## config.mk

```make
export PLATFORM = sky130hd
export DESIGN_NAME = regfile_ctrl
export DESIGN_NICKNAME = d
export VERILOG_FILES = /design/src/rtl/regfile_pkg.sv /design/src/rtl/regfile_fwd.sv /design/src/rtl/regfile_ctrl.sv
export SDC_FILE = /design/constraint.sdc
export NUM_CORES = 1
export LEC_CHECK = 0
export BUFFER_PORTS_ARGS = -buffer_cell sky130_fd_sc_hd__buf_4
export CAP_MARGIN = 20
export CORE_MARGIN = 8
export CORE_UTILIZATION = 25
export CTS_BUF_LIST = sky130_fd_sc_hd__clkbuf_4 sky130_fd_sc_hd__clkbuf_8
export DETAILED_ROUTE_END_ITERATION = 10
export PLACE_DENSITY = 0.52
export SLEW_MARGIN = 15
export SYNTH_ARGS = -nofsm -noshare
export SYNTH_HDL_FRONTEND = slang
export SYNTH_SLANG_ARGS = --single-unit
export TNS_END_PERCENT = 30
```

## constraint.sdc

```tcl
create_clock -name clk -period 1.8 [get_ports clk]
set_input_delay 0.27 -clock clk [delete_from_list [all_inputs] [get_ports clk]]
set_output_delay 0.27 -clock clk [all_outputs]
set_load 0.05 [all_outputs]
```

## src/rtl/regfile_pkg.sv

```systemverilog
`default_nettype none
// ============================================================================
// Module      : regfile_pkg
// Description : Shared widths, register count and controller state encoding
//               for the register-file access controller.
// Revision    : 1.0 - initial release
// ============================================================================
package regfile_pkg;

    localparam int REG_ADDR_W  = 5;
    localparam int REG_DATA_W  = 32;
    localparam int RF_NUM_REGS = 32;
    localparam int DBG_WAIT_W  = 8;

    typedef enum logic [0:0] {
        ST_CLEAR = 1'b0,
        ST_RUN   = 1'b1
    } state_t;

endpackage
`default_nettype wire

```

## src/rtl/regfile_fwd.sv

```systemverilog
`default_nettype none
// ============================================================================
// Module      : regfile_fwd
// Description : One read port's write-forward capture and response mux. At a
//               read grant it remembers whether the same-cycle write hits the
//               address being read, because the BRAM returns the old value.
// Revision    : 1.0 - initial release
// ============================================================================
module regfile_fwd
    import regfile_pkg::*;
(
    input  logic                  clk,
    input  logic                  reset,
    input  logic                  i_rd_en,
    input  logic [REG_ADDR_W-1:0] i_rd_addr,
    input  logic                  i_wr_en,
    input  logic [REG_ADDR_W-1:0] i_wr_reg,
    input  logic [REG_DATA_W-1:0] i_wr_data,
    input  logic [REG_DATA_W-1:0] i_rf_data,
    output logic [REG_DATA_W-1:0] o_rsp_data
);

    logic                  r_fwd;
    logic [REG_DATA_W-1:0] r_fwd_data;

    // Capture the forward decision and the write data alongside each read grant
    always_ff @(posedge clk) begin
        if (reset) begin
            r_fwd      <= 1'b0;
            r_fwd_data <= '0;
        end else if (i_rd_en) begin
            r_fwd      <= i_wr_en && (i_wr_reg == i_rd_addr) && (i_rd_addr != '0);
            r_fwd_data <= i_wr_data;
        end
    end

    assign o_rsp_data = r_fwd ? r_fwd_data : i_rf_data;

endmodule
`default_nettype wire

```

## src/rtl/regfile_ctrl.sv

```systemverilog
`default_nettype none
// ============================================================================
// Module      : regfile_ctrl
// Description : Access controller in front of the BRAM register file. Clears
//               x1..x(N-1) after reset, arbitrates CPU and debug access to the
//               read/write ports (debug read gains priority after a bounded
//               wait) and forwards same-cycle write data to reads.
// Revision    : 1.0 - initial release
// ============================================================================
module regfile_ctrl
    import regfile_pkg::*;
#(
    parameter int DBG_MAX_WAIT = 8,
    parameter int NUM_REGS     = RF_NUM_REGS
)(
    input  logic                  clk,
    input  logic                  reset,
    output logic                  busy,
    // CPU pipeline side
    input  logic                  cpu_rd_req,
    input  logic [REG_ADDR_W-1:0] cpu_rs1,
    input  logic [REG_ADDR_W-1:0] cpu_rs2,
    output logic                  cpu_rd_gnt,
    output logic                  cpu_rd_valid,
    output logic [REG_DATA_W-1:0] cpu_rd_data_1,
    output logic [REG_DATA_W-1:0] cpu_rd_data_2,
    input  logic                  cpu_wr_en,
    input  logic [REG_ADDR_W-1:0] cpu_wr_reg,
    input  logic [REG_DATA_W-1:0] cpu_wr_data,
    // Debug side
    input  logic                  dbg_rd_req,
    input  logic                  dbg_wr_req,
    input  logic [REG_ADDR_W-1:0] dbg_addr,
    input  logic [REG_DATA_W-1:0] dbg_wr_data,
    output logic                  dbg_rd_gnt,
    output logic                  dbg_wr_ack,
    output logic                  dbg_rd_valid,
    output logic [REG_DATA_W-1:0] dbg_rd_data,
    // Register file side
    output logic                  rf_rd_1_en,
    output logic                  rf_rd_2_en,
    output logic [REG_ADDR_W-1:0] rf_read_reg_1,
    output logic [REG_ADDR_W-1:0] rf_read_reg_2,
    output logic                  rf_write_en,
    output logic [REG_ADDR_W-1:0] rf_write_reg,
    output logic [REG_DATA_W-1:0] rf_write_data,
    input  logic [REG_DATA_W-1:0] rf_data_out_1,
    input  logic [REG_DATA_W-1:0] rf_data_out_2
);

    localparam logic [REG_ADDR_W-1:0] C_LAST_REG = REG_ADDR_W'(NUM_REGS - 1);
    localparam logic [DBG_WAIT_W-1:0] C_WAIT_MAX = DBG_WAIT_W'(DBG_MAX_WAIT);

    state_t                r_state;
    state_t                w_state_nxt;
    logic [REG_ADDR_W-1:0] r_clr_cnt;
    logic [REG_ADDR_W-1:0] w_clr_cnt_nxt;
    logic [DBG_WAIT_W-1:0] r_dbg_wait;
    logic [DBG_WAIT_W-1:0] w_dbg_wait_nxt;
    logic                  r_cpu_valid;
    logic                  r_dbg_valid;

    logic                  w_rd_en   [2];
    logic [REG_ADDR_W-1:0] w_rd_addr [2];
    logic [REG_DATA_W-1:0] w_rf_out  [2];
    logic [REG_DATA_W-1:0] w_rsp     [2];

    // State, sweep pointer, debug wait counter and response valids
    always_ff @(posedge clk) begin
        if (reset) begin
            r_state     <= ST_CLEAR;
            r_clr_cnt   <= REG_ADDR_W'(1);
            r_dbg_wait  <= '0;
            r_cpu_valid <= 1'b0;
            r_dbg_valid <= 1'b0;
        end else begin
            r_state     <= w_state_nxt;
            r_clr_cnt   <= w_clr_cnt_nxt;
            r_dbg_wait  <= w_dbg_wait_nxt;
            r_cpu_valid <= cpu_rd_gnt;
            r_dbg_valid <= dbg_rd_gnt;
        end
    end

    // Next state, clear sweep, write/read arbitration and wait-counter update
    always_comb begin
        w_state_nxt    = r_state;
        w_clr_cnt_nxt  = r_clr_cnt;
        w_dbg_wait_nxt = r_dbg_wait;
        busy           = 1'b1;
        cpu_rd_gnt     = 1'b0;
        dbg_rd_gnt     = 1'b0;
        dbg_wr_ack     = 1'b0;
        rf_write_en    = 1'b0;
        rf_write_reg   = cpu_wr_reg;
        rf_write_data  = cpu_wr_data;
        rf_rd_1_en     = 1'b0;
        rf_rd_2_en     = 1'b0;
        rf_read_reg_1  = cpu_rs1;
        rf_read_reg_2  = cpu_rs2;

        if (!reset) begin
            case (r_state)
                ST_CLEAR: begin
                    rf_write_en   = 1'b1;
                    rf_write_reg  = r_clr_cnt;
                    rf_write_data = '0;
                    w_clr_cnt_nxt = r_clr_cnt + 1'b1;
                    if (r_clr_cnt == C_LAST_REG) begin
                        w_state_nxt = ST_RUN;
                    end
                end
                ST_RUN: begin
                    busy = 1'b0;
                    // CPU write always wins the write port; x0 is never written
                    if (cpu_wr_en) begin
                        rf_write_en = (cpu_wr_reg != '0);
                    end else if (dbg_wr_req) begin
                        dbg_wr_ack    = 1'b1;
                        rf_write_reg  = dbg_addr;
                        rf_write_data = dbg_wr_data;
                        rf_write_en   = (dbg_addr != '0);
                    end
                    // A pending debug write is served before the debug read
                    if (dbg_rd_req && !dbg_wr_req &&
                        (!cpu_rd_req || (r_dbg_wait == C_WAIT_MAX))) begin
                        dbg_rd_gnt    = 1'b1;
                        rf_rd_1_en    = 1'b1;
                        rf_read_reg_1 = dbg_addr;
                    end else if (cpu_rd_req) begin
                        cpu_rd_gnt = 1'b1;
                        rf_rd_1_en = 1'b1;
                        rf_rd_2_en = 1'b1;
                    end
                end
                default: w_state_nxt = ST_CLEAR;
            endcase

            if (dbg_rd_gnt) begin
                w_dbg_wait_nxt = '0;
            end else if (dbg_rd_req && (r_dbg_wait < C_WAIT_MAX)) begin
                w_dbg_wait_nxt = r_dbg_wait + 1'b1;
            end
        end
    end

    // A response already in flight is dropped as soon as reset is seen
    assign cpu_rd_valid = r_cpu_valid && !reset;
    assign dbg_rd_valid = r_dbg_valid && !reset;

    assign w_rd_en[0]   = rf_rd_1_en;
    assign w_rd_en[1]   = rf_rd_2_en;
    assign w_rd_addr[0] = rf_read_reg_1;
    assign w_rd_addr[1] = rf_read_reg_2;
    assign w_rf_out[0]  = rf_data_out_1;
    assign w_rf_out[1]  = rf_data_out_2;

    generate
        for (genvar gi = 0; gi < 2; gi++) begin : g_fwd
            regfile_fwd u_fwd (
                .clk        (clk),
                .reset      (reset),
                .i_rd_en    (w_rd_en[gi]),
                .i_rd_addr  (w_rd_addr[gi]),
                .i_wr_en    (rf_write_en),
                .i_wr_reg   (rf_write_reg),
                .i_wr_data  (rf_write_data),
                .i_rf_data  (w_rf_out[gi]),
                .o_rsp_data (w_rsp[gi])
            );
        end
    endgenerate

    // Debug reads always use port 1, so it shares that response path
    assign cpu_rd_data_1 = w_rsp[0];
    assign cpu_rd_data_2 = w_rsp[1];
    assign dbg_rd_data   = w_rsp[0];

endmodule
`default_nettype wire

```

==> key figures, run 1 <==
Run status
  – Status: complete, but fails checks
  – Failing checks: setup timing

Synth
  – Largest cells by area after synthesis: dfxtp_1 (32%), mux2_2 (18%), buf_4 (5.5%)
  – Seq cells post-synth: 82
  – Net Count, Synth: a little under 800
  – Async SR Flop Fraction: 0
  – Synthesized netlist cell count: 636
  – Largest area contributor in the netlist: dfxtp_1
  – Post-synth EDFFs: 0
  – Primary FF master, synth: dfxtp_1
  – Mean Syn Cell Area: 8.19 µm²
  – Yosys top cell area share: 0.315
  – Sequential-to-total area share from yosys stat: 0.315
  – Distinct cells, synth: between 40 and 50
  – Mapped Area: 0.00521 mm²
  – Ys Warns: 0

Worst setup path
  – CP endpoint kind: output port
  – Setup crit start kind: flop
  – R2R Setup Slk: -0.24 ns
  – Worst EP arrival: roughly 1.9 ns
  – Crit path from: r_dbg_wait[1]$_SDFFE_PP0P_
  – Worst-path fanout max: 4
  – Critical Path RT: about 1.5 ns
  – FF-to-FF Start: r_dbg_wait[1]$_SDFFE_PP0P_
  – Critical Setup Path Class: flop to output port

STA
  – Final setup viols: 94
  – Setup Skew: 0.0196 ns
  – Unrepaired setup endpoints after global routing: yes
  – Hold_ws: 0.226 ns
  – Final min period: approximately 2.1 ns
  – Hold Fails Final Rpt: 0
  – Final Max Slew Viols: 0
  – Final setup TNS: -10.68 ns
  – Upper clock frequency limit: 465 MHz
  – Slew Limit Headroom: 0.597
  – Worst-margin pin slew: between 0.6 and 0.7 ns
  – Final worst slack: -0.350 ns
  – Period utilization: 1.19

Global routing
  – First-pass GRT wire length: roughly 35,000 µm
  – Vias in the first global route: 6,037
  – Largest net degree at the start of global routing: 47
  – Total gr overflow: 0
  – Total track usage: 0.172
  – Initial antenna violation count: 0

Power
  – Peak VDD IR: 0.000284 V
  – Tot Pwr: roughly 5.3 mW
  – Pwr dens: 493 mW/mm²
  – Leak: around 5 nW

Detailed routing
  – Vias per Instance: around 4.7
  – DRC: 0
  – Avg WL per Cell: 19.6 µm
  – Detailed Route Iter0 Violations: between 200 and 250
  – Met3 WL: around 1100 µm
  – WL met2: 13,000 µm
  – Detailed-route via count: 6,090
  – Final wirelength: 25,600 µm
  – Antenna Nets Post-Route: 0
  – Post-Route M1 WL: 11,000 µm
  – DR top layer: met4
  – Initial DRT Pass Iterations: 6

Finish
  – Fin nets: 1,183
  – ANT cells: 0
  – Area growth, synth to finish: 107%
  – Share of layout cells above drive strength 1: 0.684
  – Design Area, Final: roughly 0.011 mm²

Floorplanning
  – Core area: 0.0208 mm²
  – Die W: 160 µm
  – # rows: 53
  – Num ports: 306
  – Die H: 160 µm
  – Die area: 0.0257 mm²
  – Initial Util: 0.251

Placed design
  – Placed Area: 0.00838 mm²
  – Post-DP HPWL: 17,300 µm
  – Routability cong.: 0.824
  – Port buffer count: between 300 and 400

CTS
  – CTS buffer count: 9
  – Clk slew on worst S/H paths: ~0.10 ns
  – CTS tree: yes
  – TritonCTS Sinks: 82
  – CTS Buffer Depth: 2
  – H-tree Lvls: 3
  – Worst skew pair latency: ~0.38 ns
  – Root Buffer: clkbuf_8
  – Cts hold-fix bufs: 0

Worst hold path
  – Hold crit path type: primary input to flop
  – HP Start: cpu_wr_data[21]

Run
  – Max-cap violations: 0
==> layer usage <==
metal	GRT usage	vias to the layer above
met1	0.212	2914
met2	0.296	171
met3	0.0361	25
met4	0.0493	0
met5	0	-
li1	-	2980
==> what timing repair did <==
action / in CTS / in global routing
resized for setup: 126 / 255
pin swaps: 15 / 50
setup endpoints to repair: 121 / 154
buffers inserted: 15 / 31
cloned: 5 / 13
==> sequential cells by signal, summed over array words and instances (netlist names) <==
signal and cells:
g_fwd.u_fwd.r_fwd 2, r_clr_cnt 5, g_fwd.u_fwd.r_fwd_data 64, r_state 1, r_dbg_wait 8, r_dbg_valid 1, r_cpu_valid 1
==> worst max-delay path, stage by stage (launching register included) <==
cell,delay (ns)
dfxtp_2,0.34
inv_2,0.03
ha_2,0.15
and3b_2,0.23
a21bo_4,0.23
a311o_2,0.35
buf_8,0.16
==> stage by stage <==
stage	utilization	instances	setup slack, ns
floorplan	-	636	-0.175
global placement	0.404	1227	-0.0766
finish	0.518	1305	-0.350
global route	0.518	1305	-0.451
CTS	0.447	1263	-0.353
detailed placement	0.404	1227	-0.102
==> power by group <==
part | internal, mW | total [mW] | switching, mW
Combinational | 0.948 | 2.12 | 1.18
Clock | 0.582 | 1.34 | 0.757
Sequential | 1.82 | 1.84 | 0.0190
==> worst paths after layout <==
path | endpoint | cells after the start
worst max register to register | g_fwd[1].u_fwd.r_fwd_data[13]$_SDFFE_PP0P_ | 12
worst max-delay path | rf_read_reg_1[4] | 6
worst min-delay path | g_fwd[1].u_fwd.r_fwd_data[21]$_SDFFE_PP0P_ | 3
worst min register to register | g_fwd[1].u_fwd.r_fwd_data[3]$_SDFFE_PP0P_ | 2
==> cell usage in the layout, fill, tap and decap left out, types with 21 or more instances in the layout <==
master / count
dfxtp_1: 75
and3_1: 21
buf_8: 27
buf_4: 300
a21o_1: 24
nor2_1: 42
nand3_1: 24
nand2_1: 33
buf_6: 106
mux2_2: 47
mux2_4: 37
==> final cells by class <==
class / count / area [µm²]
Fill cell: 1963 / 9990
Timing Repair Buffer: 463 / 4550
Multi-Input combinational cell: 448 / 3940
Sequential cell: 82 / 1660
Tap cell: 275 / 344
Clock buffer: 11 / 151
Inverter: 21 / 82.6
Clock inverter: 5 / 37.5
==> cells in the mapped netlist (2+ instances only) <==
cell type  number
a22o_1         12
inv_1          20
a21o_1         25
o21ai_0        51
nand4b_1        3
o22ai_1        10
and3_1         21
o211ai_1        2
a21oi_1        30
nand3_1        37
a22oi_1        12
or4_1           3
clkbuf_1       34
buf_2           6
nand2_1        52
mux2i_1         2
ha_1            4
nor2b_1         6
xnor2_1         7
dfxtp_1        82
nor2_1         57
buf_4          38
xor2_1          3
and2_2          3
and2_1          7
mux2_2         84
buf_1           6
==> cell families after synthesis <==
| logic type | after synthesis | synth area share |
|---|---|---|
| xor+xnor | 10 | 0.0168 |
| mux | 86 | 0.185 |
| fa+ha+maj | 4 | 0.00960 |
| buf+inv | 106 | 0.107 |
| flops | 82 | 0.315 |
| compound gates | 150 | 0.180 |
| simple gates | 198 | 0.187 |
No activity file was read; power rests on OpenSTA's default activity.
==> run 2, diff against run 1 <==
--- a/config.mk
+++ b/config.mk
@@ -8,10 +8,10 @@
 export BUFFER_PORTS_ARGS = -buffer_cell sky130_fd_sc_hd__buf_4
 export CAP_MARGIN = 20
 export CORE_MARGIN = 8
-export CORE_UTILIZATION = 25
+export CORE_UTILIZATION = 35
 export CTS_BUF_LIST = sky130_fd_sc_hd__clkbuf_4 sky130_fd_sc_hd__clkbuf_8
 export DETAILED_ROUTE_END_ITERATION = 10
-export PLACE_DENSITY = 0.52
+export PLACE_DENSITY = 0.72
 export SLEW_MARGIN = 15
 export SYNTH_ARGS = -nofsm -noshare
 export SYNTH_HDL_FRONTEND = slang
==> run 2 against run 1 <==
- the flow still finishes with violations (setup timing)
- sequential power is essentially flat
- fmax about the same
- worst hold slack better by 0.0035 ns
- die area decreased by 26%
- clock power is 10% higher
- sequential share of layout area rose by 1.7 points
- final cell count decreased by 10%
- global-route usage increased by 6.0 points
- core utilization rose by 15 points
- first-iteration DRC count rose by 24%
- non-clock buffer count decreased by 40
- total power rose by 0.74%
- largest cell class unchanged
- highest routed layer unchanged
==> key figures, run 2 (synthesis results as in run 1) <==
Run status
  – Status: complete, but fails checks
  – Failing checks: setup timing

Finish
  – Most frequent cells in the layout: buf_4 (283), buf_6 (106), dfxtp_1 (75)
  – Commonest non-fill, non-tap cell in the layout: buf_4
  – Fin nets: 1,143 (-3.4%)
  – Max reg flops: 64 (unchanged)
  – Core Util, Final: 0.668 (+0.150)
  – Area growth, synth to finish: 86.4%
  – Biggest register: g_fwd.u_fwd.r_fwd_data
  – Multi-input logic area: 0.00357 mm² (-9.4%)
  – Largest regs: g_fwd.u_fwd.r_fwd_data: 64 flops, r_dbg_wait: 8 flops, r_clr_cnt: 5 flops
  – Layout fillers: 1,133 (-42%)
  – Design Area, Final: 0.00971 mm² (-9.7%)
  – ANT cells: 0 (unchanged)
  – Storage element area: 0.00166 mm² (unchanged)
  – Share of layout cells above drive strength 1: 0.629 (-0.0552)

Global routing
  – Total track usage: 0.232 (+0.0603)
  – First-pass GRT wire length: 35,500 µm (+1.4%)
  – Initial antenna violation count: 0 (unchanged)
  – Largest net degree at the start of global routing: 63 (+34%)
  – Total gr overflow: 0 (unchanged)
  – Vias in the first global route: 6,148 (+1.8%)

Power
  – Sw frac: 0.359 (-0.00905)
  – Clock network fraction of total power: 0.277 (+0.025)
  – P_sw: 1.92 mW (-1.7%)
  – Flop pwr share: 0.344 (-0.003)
  – Logic pwr share: 0.379 (-0.021)
  – Leak: 4.61 nW (-7.8%)
  – Internal Power: 3.43 mW (+2.2%)
  – Tot Pwr: 5.35 mW (+0.74%)
  – Peak VDD IR: 0.000312 V (+9.8%)
  – Pwr dens: 550 mW/mm² (+12%)

Floorplanning
  – Initial Util: 0.359 (+0.107)
  – # rows: 44 (-17%)
  – Die W: 138 µm (-14%)
  – Core area: 0.0145 mm² (-30%)
  – Die H: 138 µm (-14%)
  – Num ports: 306 (unchanged)
  – Die area: 0.0190 mm² (-26%)

CTS
  – Root Buffer: clkbuf_8
  – TritonCTS Sinks: 82 (unchanged)
  – CTS buffer count: 9 (unchanged)
  – Cts hold-fix bufs: 0 (unchanged)
  – Worst skew pair latency: 0.39 ns (about the same)
  – CTS tree: yes
  – Clk slew on worst S/H paths: 0.09 ns (about the same)
  – H-tree Lvls: 3 (unchanged)
  – CTS Buffer Depth: 2 (unchanged)

Worst hold path
  – HP Start: cpu_wr_data[8]
  – Hold depth: 4 (+1)
  – WHS Endpoint: g_fwd[0].u_fwd.r_fwd_data[8]$_SDFFE_PP0P_
  – Hold crit path type: primary input to flop

Detailed routing
  – Detailed Route Iter0 Violations: 306 (+24%)
  – Final wirelength: 23,800 µm (-7.2%)
  – Vias per Instance: 5.17 (+11%)
  – DRC: 0 (unchanged)
  – Initial DRT Pass Iterations: 5 (-1)
  – Detailed-route via count: 6,072 (-0.30%)
  – Antenna Nets Post-Route: 0 (unchanged)
  – Avg WL per Cell: 20.2 µm (+3.2%)

Worst setup path
  – Worst EP arrival: 1.88 ns (about the same)
  – Worst-path fanout max: 4 (unchanged)
  – Setup crit start kind: flop
  – FF-to-FF Start: r_dbg_wait[5]$_SDFFE_PP0P_
  – R2R Path End: g_fwd[0].u_fwd.r_fwd$_SDFFE_PP0P_
  – R2R Setup Slk: -0.27 ns (-0.03 ns)
  – Critical Path RT: 1.53 ns (about the same)
  – Critical Setup Path Class: flop to output port
  – CP endpoint kind: output port
  – Worst reg2reg path depth: 8 (-4)

Run
  – Max-cap violations: 0 (unchanged)

STA
  – Hold_ws: 0.230 ns (+0.00348 ns)
  – Upper clock frequency limit: 465 MHz (about the same)
  – Final Max Slew Viols: 0 (unchanged)
  – Setup Skew: 0.0192 ns (-0.000336 ns)
  – Final min period: 2.15 ns (+0.000335 ns)
  – Final worst slack: -0.350 ns (-0.000335 ns)
  – Worst-margin pin slew: 0.387 ns (-0.218 ns)
  – Final setup viols: 80 (-15%)
  – Slew Limit Headroom: 0.742 (+0.146)
  – Unrepaired setup endpoints after global routing: yes
  – Hold Fails Final Rpt: 0 (unchanged)
  – Period utilization: 1.19 (about the same)

Placed design
  – Port buffer count: 305 (unchanged)
  – Setup WS pre-CTS: -0.138 ns (-0.0360 ns)
  – Routability cong.: 0.896 (+8.7%)
  – Placed Area: 0.00820 mm² (-2.2%)
  – Post-DP HPWL: 16,100 µm (-7.0%)
[run 2: cell types whose count changed in the layout (fill, tap and decap cells not counted), sizes merged]
| cell | change |
|---|---|
| bufinv | +1 |
| buf | -32 |
| clkinvlp | +1 |
| clkinv | -1 |
| clkbuf | -8 |
| inv | -1 |
[run 2: power groups by stage]
stage | sequential, mW | clock, mW | combinational [mW]
global placement | 1.88 | 0 | 1.76
floorplan | 1.88 | 0 | 1.09
finish | 1.84 | 1.48 | 2.03
CTS | 1.84 | 1.50 | 1.97
global route | 1.84 | 1.58 | 2.11
detailed placement | 1.88 | 0 | 1.78
[run 2: critical path: stages, from the launching register on]
cell     delay, ns
dfxtp_2       0.34
nor4_4        0.36
buf_4         0.18
a21oi_1       0.05
a311o_2       0.40
buf_8         0.16
[run 2: how the worst max path moves through the flow]
stage / start / to / slack, ns / depth (start not counted)
after global placement: cpu_wr_reg[3] / rf_write_en / -0.11 / 6
after detailed placement: r_dbg_wait[1]$_SDFFE_PP0P_ / g_fwd[0].u_fwd.r_fwd$_SDFFE_PP0P_ / -0.14 / 8
final: r_dbg_wait[5]$_SDFFE_PP0P_ / rf_read_reg_1[4] / -0.35 / 5
after global routing: r_dbg_wait[5]$_SDFFE_PP0P_ / rf_read_reg_1[0] / -0.44 / 7
after floorplan: r_dbg_wait[0]$_SDFFE_PP0P_ / g_fwd[0].u_fwd.r_fwd$_SDFFE_PP0P_ / -0.18 / 8
after CTS: r_dbg_wait[4]$_SDFFE_PP0P_ / rf_read_reg_1[3] / -0.35 / 7
[run 2: what timing repair did]
item                                    4_1_cts  5_1_grt
endpoints found under the setup margin      141      168
resized for setup                           203       64
hold endpoints to repair                      0        0
setup buffers                                16        7
pin swaps                                    21        8
gates cloned                                  4        2
[run 2: layer usage]
metal  GRT usage  share of wire  vias to the layer above
met4      0.0881          0.025                        0
met2       0.413           0.52                      223
met3      0.0479          0.052                       37
li1            -              -                     2897
met5           0              0                        -
met1       0.266           0.40                     2915
[run 2: layout make-up]
| class | count | share of cell area |
|---|---|---|
| clock inverter | 5 | 0.00631 |
| sequential | 82 | 0.170 |
| clock buffer | 11 | 0.0156 |
| inverter | 21 | 0.00850 |
| timing repair buffer | 423 | 0.408 |
| multi-input combinational | 448 | 0.368 |
| tap | 184 | 0.0237 |
[run 2: per-stage QoR]
step / std cells / setup TNS (ns)
after floorplan: 636 / -5.10
after global placement: 1130 / -1.09
after detailed placement: 1130 / -1.91
after CTS: 1166 / -6.27
after global routing: 1174 / -9.33
final: 1174 / -4.20
==> run 3, diff against run 2 <==
--- a/config.mk
+++ b/config.mk
@@ -7,11 +7,13 @@
 export LEC_CHECK = 0
 export BUFFER_PORTS_ARGS = -buffer_cell sky130_fd_sc_hd__buf_4
 export CAP_MARGIN = 20
+export CELL_PAD_IN_SITES_DETAIL_PLACEMENT = 0
+export CELL_PAD_IN_SITES_GLOBAL_PLACEMENT = 1
 export CORE_MARGIN = 8
-export CORE_UTILIZATION = 35
+export CORE_UTILIZATION = 28
 export CTS_BUF_LIST = sky130_fd_sc_hd__clkbuf_4 sky130_fd_sc_hd__clkbuf_8
 export DETAILED_ROUTE_END_ITERATION = 10
-export PLACE_DENSITY = 0.72
+export PLACE_DENSITY = 0.81
 export SLEW_MARGIN = 15
 export SYNTH_ARGS = -nofsm -noshare
 export SYNTH_HDL_FRONTEND = slang
==> run 3 against run 2 <==
- the run still ends with setup timing left
- sequential share of layout area is 0.42 points lower
- clock power increased by 3%
- global-route usage fell by 5.2 points
- setup slack improved by 0.033 ns
- worst hold slack got worse by 0.017 ns
- final cell count grew 5.1%
- non-clock buffer count grew 10
- total power up 1.6%
- first-iteration DRC count decreased by 6.9%
- via count down 1.7%
- combinational power barely moved
- flip-flop and latch count unchanged
- largest power group unchanged
==> key figures, run 3 (synthesis results as in run 1) <==
Worst setup path
  – Worst EP arrival: 1.85 ns (-0.03 ns)
  – Worst-path fanout max: 4 (unchanged)
  – CP endpoint kind: output port
  – Critical path, cell by cell: inv_2, ha_2, and3b_2, a21bo_4, a311o_2, buf_8
  – Crit path buf inv count: 2 (unchanged)
  – R2R Setup Slk: -0.27 ns (about the same)
  – Highest-delay cell along the critical path: dfxtp_2
  – FF-to-FF Start: r_dbg_wait[1]$_SDFFE_PP0P_
  – Setup crit start kind: flop
  – CP peak stage delay: 0.35 ns (-0.05 ns)
  – Worst reg2reg path depth: 9 (+1)
  – Crit path max-delay family: compound AO/OA/AOI/OAI gates
  – Critical Path RT: 1.53 ns (about the same)
  – Critical Setup Path Class: flop to output port
  – R2R Path End: g_fwd[0].u_fwd.r_fwd$_SDFFE_PP0P_

Finish
  – Area growth, synth to finish: 91.2%
  – Layout fillers: 1,670 (+47%)
  – Most frequent cells in the layout: buf_4 (323), dfxtp_1 (76), buf_6 (75)
  – Share of layout cells above drive strength 1: 0.664 (+0.0347)
  – ANT cells: 0 (unchanged)
  – Core Util, Final: 0.540 (-0.128)
  – Biggest register: g_fwd.u_fwd.r_fwd_data
  – Fin nets: 1,153 (+0.87%)
  – Max reg flops: 64 (unchanged)
  – Largest regs: g_fwd.u_fwd.r_fwd_data: 64 flops, r_dbg_wait: 8 flops, r_clr_cnt: 5 flops
  – Commonest non-fill, non-tap cell in the layout: buf_4

Detailed routing
  – Antenna Nets Post-Route: 0 (unchanged)
  – Final wirelength: 23,900 µm (+0.59%)
  – Initial DRT Pass Iterations: 4 (-1)
  – Detailed Route Iter0 Violations: 285 (-6.9%)
  – Detailed-route via count: 5,969 (-1.7%)
  – Vias per Instance: 4.84 (-6.5%)
  – Avg WL per Cell: 19.4 µm (-4.3%)
  – DRC: 0 (unchanged)

STA
  – Period utilization: 1.18 (-0.0186)
  – Final worst slack: -0.317 ns (+0.0335 ns)
  – Upper clock frequency limit: 472 MHz (+1.6%)
  – Final setup TNS: -3.55 ns (+0.657 ns)
  – Final setup viols: 37 (-54%)
  – Final Max Slew Viols: 0 (unchanged)
  – Slew Limit Headroom: 0.672 (-0.0699)
  – Unrepaired setup endpoints after global routing: yes
  – Final min period: 2.12 ns (-0.0335 ns)
  – Worst-margin pin slew: 0.492 ns (+0.105 ns)
  – Setup Skew: 0.0119 ns (-0.00736 ns)
  – Hold Fails Final Rpt: 0 (unchanged)

Placed design
  – Post-DP HPWL: 16,300 µm (+1.2%)
  – Routability cong.: 0.893 (-0.26%)
  – Port buffer count: 305 (unchanged)

Floorplanning
  – Die W: 152 µm (+10%)
  – Initial Util: 0.282 (-0.0762)
  – Num ports: 306 (unchanged)
  – # rows: 50 (+14%)
  – Die H: 152 µm (+10%)
  – Die area: 0.0232 mm² (+22%)
  – Core area: 0.0185 mm² (+27%)

CTS
  – CTS Buffer Depth: 2 (unchanged)
  – Worst skew pair latency: 0.36 ns (-0.03 ns)
  – CTS buffer count: 9 (unchanged)
  – TritonCTS Sinks: 82 (unchanged)
  – Cts hold-fix bufs: 0 (unchanged)
  – H-tree Lvls: 3 (unchanged)
  – Clk slew on worst S/H paths: 0.08 ns (about the same)
  – CTS tree: yes
  – Root Buffer: clkbuf_8

Power
  – Leak: 4.72 nW (+2.3%)
  – Peak VDD IR: 0.000262 V (-16%)
  – Pwr dens: 545 mW/mm² (-1.0%)

Run status
  – Failing checks: setup timing
  – Status: complete, but fails checks

Worst hold path
  – Hold crit path type: primary input to flop
  – Hold depth: 2 (-2)
  – WHS Endpoint: g_fwd[1].u_fwd.r_fwd_data[0]$_SDFFE_PP0P_
  – HP Start: reset

Global routing
  – Vias in the first global route: 5,869 (-4.5%)
  – Total gr overflow: 0 (unchanged)
  – Met3 Usage GRT: 0.0496 (+0.00169)
  – Total track usage: 0.180 (-0.0521)
  – GR peak layer: met2
  – Met1 Usage GRT: 0.220 (-0.0455)
  – Initial antenna violation count: 0 (unchanged)
  – Largest net degree at the start of global routing: 46 (-27%)
  – First-pass GRT wire length: 33,600 µm (-5.2%)
  – Grt met2 use: 0.308 (-0.105)

Run
  – Max-cap violations: 0 (unchanged)
run 3: changes by cell type in the layout (fill, tap and decap cells not counted), moves of 5 or more:
cell       delta
nand2_4       +5
buf_8         -5
nand2_2       +7
buf_6        -31
nor2_4        +6
o21ai_0       -6
buf_4        +40
nor2_1       -12
clkbuf_16     +5
nor2_2        +6
a21oi_1      -11
nand2_1      -12
a21oi_2       +9
run 3: how the worst max path moves through the flow:
stage / start / end / slack (ns) / cells after the start
4_1_cts: r_dbg_wait[1]$_SDFFE_PP0P_ / rf_read_reg_1[4] / -0.31 / 6
2_1_floorplan: r_dbg_wait[0]$_SDFFE_PP0P_ / g_fwd[0].u_fwd.r_fwd$_SDFFE_PP0P_ / -0.18 / 8
3_5_place_dp: dbg_addr[3] / rf_write_en / -0.27 / 7
5_1_grt: r_dbg_wait[1]$_SDFFE_PP0P_ / rf_read_reg_1[4] / -0.39 / 6
6_report: r_dbg_wait[1]$_SDFFE_PP0P_ / rf_read_reg_1[4] / -0.32 / 6
3_3_place_gp: dbg_addr[3] / rf_write_en / -0.24 / 7
run 3: worst register-to-register path: cells and delay by family, from the launching register on:
family,cells,cell delay (ns)
buffers and inverters,2,0.19
and+or+nand+nor,1,0.23
DFF,1,0.35
adders and majority gates,1,0.16
AOI/OAI and AO/OA,5,1.05
run 3: layer usage:
layer	share of wire	routed length [µm]	up-vias
met5	0	0	-
met3	0.066	1570	20
met2	0.49	11700	223
li1	-	-	2922
met4	0.011	252	0
met1	0.43	10300	2804
run 3: repair_timing:
action / in CTS / in global routing
setup endpoints to repair: 97 / 136
setup buffers: 14 / 22
resized for setup: 134 / 138
gates cloned: 3 / 8
pin swaps: 7 / 27
run 3: where the power goes:
part | leakage, nW | total, mW | internal (mW) | switching, mW
Sequential | 0.665 | 1.84 | 1.82 | 0.0188
Clock | 0.113 | 1.53 | 0.831 | 0.698
Combinational | 3.94 | 2.06 | 0.900 | 1.16
run 3: area by class of cell:
cell class                 instances  area, µm²  area share
clock buffer                      11        145      0.0146
clock inverter                     5       77.6     0.00778
inverter                          21       82.6     0.00829
multi-input combinational        448       3740       0.375
sequential                        82       1660       0.166
tap                              234        293      0.0294
timing repair buffer             433       3970       0.399
run 3: metrics by stage:
| stage | setup slack (ns) | cells | area (µm²) | hold slack, ns | power [mW] |
|---|---|---|---|---|---|
| 4_1_cts | -0.313 | 1205 | 9130 | 0.159 | 5.37 |
| 3_5_place_dp | -0.265 | 1173 | 8230 | 0.456 | 3.67 |
| 5_1_grt | -0.387 | 1234 | 9970 | 0.188 | 5.66 |
| 6_report | -0.317 | 1234 | 9970 | 0.213 | 5.43 |
| 3_3_place_gp | -0.239 | 1173 | 8230 | 0.452 | 3.66 |
| 2_1_floorplan | -0.175 | 636 | 5400 | 0.438 | 2.98 |
